**config.mk**
```make
export PLATFORM = sky130hd
export DESIGN_NAME = arbiter_5_req_ctrl
export DESIGN_NICKNAME = d
export VERILOG_FILES = /design/src/rtl/arbiter_5_req_ctrl.sv
export SDC_FILE = /design/constraint.sdc
export NUM_CORES = 1
export LEC_CHECK = 0
export ABC_CLOCK_PERIOD_IN_PS = 3550
export BUFFER_PORTS_ARGS = -buffer_cell sky130_fd_sc_hd__buf_2
export CORE_MARGIN = 1
export CORE_UTILIZATION = 50
export DETAILED_ROUTE_END_ITERATION = 12
export PLACE_DENSITY = 0.73
export SLEW_MARGIN = 40
export SYNTH_ARGS = -nofsm -noshare
export SYNTH_HDL_FRONTEND = slang
export SYNTH_SLANG_ARGS = --single-unit
```
**constraint.sdc**
```tcl
create_clock -name clk -period 3.55 [get_ports clk]
set_input_delay 0.5325 -clock clk [delete_from_list [all_inputs] [get_ports clk]]
set_output_delay 0.5325 -clock clk [all_outputs]
set_load 0.01 [all_outputs]
```
**src/rtl/arbiter_5_req_ctrl.sv**
```systemverilog
// Clocked request/grant front end for the 5-way mutex arbiter: drives X4..X0,
// synchronises Y4..Y0 and runs a 4-phase handshake per client.
module arbiter_5_req_ctrl #(
   parameter int unsigned SYNC_STAGES = 2,
   parameter logic [15:0] HOLD_MAX    = 16'd255
) (
   input  logic       clk,
   input  logic       rst_n,
   input  logic [4:0] req,
   input  logic [4:0] done,
   output logic [4:0] grant,
   output logic [4:0] arb_x,
   input  logic [4:0] arb_y,
   output logic       timeout,
   output logic       err_multi
);

   typedef enum logic [1:0] {
      ST_IDLE,
      ST_REQ,
      ST_GRANT,
      ST_REL
   } state_e;

   state_e                         state_q [5];
   state_e                         state_d [5];
   logic [SYNC_STAGES-1:0][4:0]    sync_q;
   logic [SYNC_STAGES-1:0][4:0]    sync_d;
   logic [15:0]                    hold_q;
   logic [15:0]                    hold_d;
   logic [4:0]                     grant_q;
   logic [4:0]                     grant_d;
   logic [4:0]                     arb_x_q;
   logic [4:0]                     arb_x_d;
   logic                           timeout_q;
   logic                           timeout_d;
   logic                           err_q;
   logic                           err_d;
   logic [4:0]                     ys;
   logic                           any_grant;
   logic                           expire;

   assign ys = sync_q[SYNC_STAGES-1];

   always_comb begin
      sync_d    = {sync_q[SYNC_STAGES-2:0], arb_y};
      any_grant = 1'b0;
      for (int unsigned i = 0; i < 5; i++) begin
         if (state_q[i] == ST_GRANT) any_grant = 1'b1;
      end
      // Compare against the post-increment count so the holder gets exactly HOLD_MAX cycles.
      expire    = (HOLD_MAX != '0) && any_grant &&
                  (({1'b0, hold_q} + 17'd1) == {1'b0, HOLD_MAX});
      hold_d    = any_grant ? hold_q + 16'd1 : '0;
      err_d     = err_q | ($countones(ys) > 1);
      timeout_d = 1'b0;
      grant_d   = '0;
      arb_x_d   = '0;

      for (int unsigned i = 0; i < 5; i++) begin
         state_d[i] = state_q[i];
         case (state_q[i])
            ST_IDLE: begin
               if (req[i] && !ys[i]) state_d[i] = ST_REQ;
            end
            ST_REQ: begin
               if (ys[i])       state_d[i] = ST_GRANT;
               else if (!req[i]) state_d[i] = ST_REL;
            end
            ST_GRANT: begin
               if (done[i] || !req[i]) begin
                  state_d[i] = ST_REL;
               end else if (expire) begin
                  state_d[i] = ST_REL;
                  timeout_d  = 1'b1;
               end
            end
            ST_REL: begin
               if (!ys[i]) state_d[i] = ST_IDLE;
            end
            default: state_d[i] = ST_IDLE;
         endcase
         arb_x_d[i] = (state_d[i] == ST_REQ) || (state_d[i] == ST_GRANT);
         grant_d[i] = (state_d[i] == ST_GRANT);
      end
   end

   always_ff @(posedge clk or negedge rst_n) begin
      if (!rst_n) begin
         for (int unsigned i = 0; i < 5; i++) state_q[i] <= ST_IDLE;
         sync_q    <= '0;
         hold_q    <= '0;
         grant_q   <= '0;
         arb_x_q   <= '0;
         timeout_q <= 1'b0;
         err_q     <= 1'b0;
      end else begin
         for (int unsigned i = 0; i < 5; i++) state_q[i] <= state_d[i];
         sync_q    <= sync_d;
         hold_q    <= hold_d;
         grant_q   <= grant_d;
         arb_x_q   <= arb_x_d;
         timeout_q <= timeout_d;
         err_q     <= err_d;
      end
   end

   assign grant     = grant_q;
   assign arb_x     = arb_x_q;
   assign timeout   = timeout_q;
   assign err_multi = err_q;

endmodule

```
# Word-level counts from Yosys, hierarchy flattened
# Cells that the tools add are included.
# totals
reg_bits	48
input_bits	17
word_cells	133
# op_classes
n_lt_le_gt_ge	1
muxes	56
add_sub_neg	6
n_bitwise	1
n_eq_ne	26
n_reduce_logical	31
# ops
cell	n
2-to-1 mux 2 bit	30
case mux 2 bit (4 select lines)	5
equality test 2 bit (second input constant)	15
equality test 2 x 1 -> 1 bit (second input constant)	10
2-to-1 mux 1 bit	20
adder 16 x 1 -> 17 bit (second input constant)	1
equality test 17 x 8 -> 1 bit (second input constant)	1
adder 16 x 1 -> 16 bit (second input constant)	1
2-to-1 mux 16 bit	1
zero test 1 bit	10
zero test 2 bit	5
logical OR 1 bit	10
logical AND 1 bit	6
adder 1 x 1 -> 2 bit	2
adder 3 x 1 -> 4 bit	1
> comparator 4 x 1 -> 1 bit (second input constant)	1
adder 2 x 2 -> 3 bit	1
OR 1 bit	1

# Depth between registers and ports, before layout
# depth
depth_word	22
mapped_depth	10

# Worst setup path after synthesis
# No wires, ideal clock.
# synth_path
path_type	flip-flop to flip-flop
from	register hold_q[0]
to	register arb_x_q[1], in the netlist arb_x[1]
stages_incl_launch_ff	11
setup_slack_ns	0.845
setup_time_ns	0.113
t_arrival_ns	2.592
required_time_ns	3.437
path_cell_list	dfrtp_1 > ha_1 > nand4_4 > nor4_4 > mux2i_1 > or4_1 > or4_4 > buf_6 > a21o_1 > ha_1 > inv_1
# synth_via
elab_chain_cells	8
elab_cells_between_ends	9
# synth_lines
item	line	rtl
start, declared	29	logic [15:0] hold_q;
start signal, assigned	100	hold_q <= hold_d;
adder 16 x 1 -> 17 bit *	53	(({1'b0, hold_q} + 17'd1) == {1'b0, HOLD_MAX});
equality test 17 x 8 -> 1 bit *	53	
logical AND 1 bit *	52	expire = (HOLD_MAX != '0) && any_grant &&
2-to-1 mux 2 bit *	73	end else if (expire) begin
2-to-1 mux 2 bit *	71	if (done[i] || !req[i]) begin
case mux 2 bit (4 select lines) *	62	case (state_q[i])
equality test 2 x 1 -> 1 bit / equality test 2 bit (equally long branches)	83	arb_x_d[i] = (state_d[i] == ST_REQ) || (state_d[i] == ST_GRANT);
logical OR 1 bit *	83	
named net arb_x_d[1]	34	logic [4:0] arb_x_d;
end signal, assigned	102	arb_x_q <= arb_x_d;
end, declared	33	logic [4:0] arb_x_q;
# Mark *: on every way through the listed nets, which the timed path passes. The rest lies on a longest branch.

# Final worst setup path
# layout_path
from	register hold_q[0]
to	register arb_x_q[0], in the netlist arb_x[0]
# The elaborated chain is that of the path after synthesis.

==> reports/summary.txt <==
initial antenna violation count: 0
postcts setup bufs: 0
Crit Path Max Fanout: 11
routability cong.: 0.790
maxcap violations: 0
Worst-Margin Slew: 0.587 ns
IO Port Bufs: 28
antenna viol nets, final: 0
netlist area before placement: 2270 um2
die height: 69.3 um
CTS clk-pin slew, worst paths: 0.08 ns
initial core utilization: 52.1%
DRC Markers: 0
GRT met1 Usage: 24.8%
Synth Area in Compound Gates: 9.71%
final wirelength: 3.88 mm
worst path bufs/invs: 1
CTS tree: built
mux share of post-synthesis cell area: 0.442%
Leak: 1.24 nW
Final period util: 79.5%
CP Cell Sequence: ha_1 > nand4_4 > nor3_1 > a31oi_1 > or4_4 > a31o_1 > ha_1 > inv_1
Crit Path Class: reg2reg
Post-Syn Instances: 220
worst reg2reg setup slack: 0.73 ns
Tmin final: 2.82 ns
startpoint types: flop
HP Class: in2async
Syn Area/Cell: 10.3 um2
GRT Resource Usage Total: 17.9%
Post-DP Area: 2450 um2
Multi-input gate area: 985 um2
grt met2 use: 27.7%
pwr dens: 695 nW/um2
Nets: 277
Overall Power: 1.80 mW
largest net degree at the start of global routing: 49
P&R area growth vs syn: 13.9%
via count: 1589
skew final: 0.00558 ns
Peak supply drop: 459 uV
busiest grt layer: met2
flip-flop and latch area: 1200 um2
Synth Area in Simple Gates: 21.8%
Synth Area in Adders: 5.30%
vias per std cell: 5.24
setup TNS: 0 ns
1st-iter DRT viols: 82
vias in the first global route: 1548
run status: completed
post-place setup slack: 0.724 ns
Post-Synth XOR/XNOR Area: 6.18%
Chip Width: 69.3 um
Post-CTS Hold Fix Bufs: 0
first-pass GRT wire length: 6.86 mm
Post-CTS Resized: 0
core area: 4350 um2
Ys Warns: 0
gr ovfl total: 0
Slowest Stage Delay on Critical Path: 0.65 ns
combinational family with the most area after synthesis: simple AND/OR/NAND/NOR gates
row count: 24
n_diodes: 0
cell area after layout: 2580 um2
final setup fails: 0
crit path DAT: 3.01 ns
clk root buf: clkbuf_8
final worst slack: 0.729 ns
Final Hold Fails: 0
Top Family by Delay on Critical Path: simple AND/OR/NAND/NOR gates
later-pin clock latency in the skew report: 0.29 ns
Num CTS Buffers: 5
max-slew violation count: 0
CP Data Required Time: 3.74 ns
RSZ-0062 raised after global routing: no
Critical Path Sink Type: flop
Netlist cell types: 42
Hold WS: 0.237 ns
detailed placement HPWL: 2.83 mm
clk sinks: 48
Layout fillers: 382
Syn Nets: 246
Yosys reg bits: 48
fmax: 0.355 GHz
htree depth: 2
Ports: 29
Die ar.: 4810 um2
fraction of layout cells with a size suffix above 1: 16.7%
critical-path cell with the highest stage delay: or4_4
M3 GR Usage: 3.92%
Max-slew headroom: 60.3%
register area share after synthesis: 53.0%
Pre-antenna DRT Iters: 4
Worst path most repeated cell: ha_1
CTS max path bufs: 2
DR WL/cell: 12.8 um
[area by class of cell]
class                      instances  area share, %
tap                               52           2.52
sequential                        48           46.5
timing repair buffer              29           5.81
clock buffer                       5           2.66
inverter                          14           2.03
multi-input combinational        153           38.1
clock inverter                     2           2.33
[stage by stage]
| step | util [%] | std cells |
|---|---|---|
| 2_1_floorplan | - | 220 |
| 3_3_place_gp | 56.3 | 296 |
| 3_5_place_dp | 56.4 | 296 |
| 4_1_cts | 59.3 | 303 |
| 5_1_grt | 59.3 | 303 |
| 6_report | 59.3 | 303 |
[registers in the layout (all words and copies together), names as in the netlist]
name / flops
arb_x: 5
err_multi: 1
grant: 5
hold_q: 16
state_q: 10
sync_d: 5
timeout: 1
ys: 5
[cell families (layout without fill, tap and decap cells)]
kind of cell | Yosys count | after routing
adders and majority gates | 9 | 9
and+or+nand+nor | 92 | 92
DFF | 48 | 48
AOI/OAI and AO/OA | 35 | 35
xor gates and xnor gates | 16 | 16
muxes | 1 | 1
buffers and inverters | 19 | 50
[final timing paths]
kind / startpoint / endpoint / depth (start not counted)
min in group clk: arb_y[4] / sync_d[9] / 1
max in group asynchronous: rst_n / hold_q[11] / 1
hold / removal: rst_n / grant[3] / 1
setup reg to reg: hold_q[0] / arb_x[0] / 8
setup / recovery: hold_q[0] / arb_x[0] / 8
hold reg to reg: sync_d[7] / ys[2] / 0
[placed cells by master, fill, tap and decap left out, types with 2 or more instances in the layout]
| cell | count |
|---|---|
| nor3b_1 | 3 |
| a21boi_0 | 2 |
| nor2_1 | 35 |
| o21ai_0 | 9 |
| inv_1 | 14 |
| a21o_1 | 3 |
| clkbuf_8 | 5 |
| nand3_1 | 7 |
| and2_1 | 2 |
| dfrtp_1 | 48 |
| nand2b_1 | 8 |
| buf_4 | 2 |
| ha_1 | 8 |
| buf_2 | 27 |
| a31o_1 | 2 |
| a21oi_1 | 7 |
| a31oi_1 | 4 |
| a311oi_1 | 2 |
| nor3_1 | 6 |
| bufinv_16 | 2 |
| nand4_1 | 3 |
| o22ai_1 | 4 |
| xnor2_1 | 11 |
| nand2_1 | 14 |
| xor2_1 | 5 |
[metal layers]
metal  part of all wire, %  vias to the layer above
met4                   1.4                        0
met3                   3.2                        6
li1                      -                      808
met2                    48                       34
met1                    48                      741
met5                     0                        -
[synthesized netlist by cell type]
cell	count	area share (%)
mux2i_1	1	0.44
nor3_1	6	1.3
xor2_1	5	1.9
xnor2_1	11	4.2
a21oi_1	7	1.5
nand2b_1	8	2.2
or4_4	1	0.50
a21o_1	3	0.99
ha_1	8	4.4
and3_2	1	0.33
o21ba_2	1	0.44
o21a_1	1	0.33
nor2_1	35	5.8
nand3_1	7	1.5
a21boi_0	2	0.66
a311oi_1	2	0.77
and2_1	2	0.55
clkbuf_1	2	0.33
nor4_1	1	0.28
nand4_2	1	0.55
and3_1	1	0.28
and4_1	1	0.39
o21ai_0	9	2.0
nand2_1	14	2.3
nor3b_1	3	0.99
nor4b_1	1	0.39
nand3b_1	1	0.33
nand4b_1	1	0.39
fa_1	1	0.88
and2b_1	1	0.33
nor4_4	1	0.94
nand4_4	1	0.94
buf_6	1	0.50
nand4_1	3	0.83
a31o_1	2	0.77
nor2b_1	1	0.28
buf_2	2	0.44
o22ai_1	4	1.1
inv_1	14	2.3
a31oi_1	4	1.1
or4_1	1	0.33
dfrtp_1	48	53
[report_power, final]
part | internal, mW | switching, mW
logic | 0.232 | 0.318
registers | 0.691 | 0.107
clock network | 0.277 | 0.171
(Power assumes the default switching activity.)
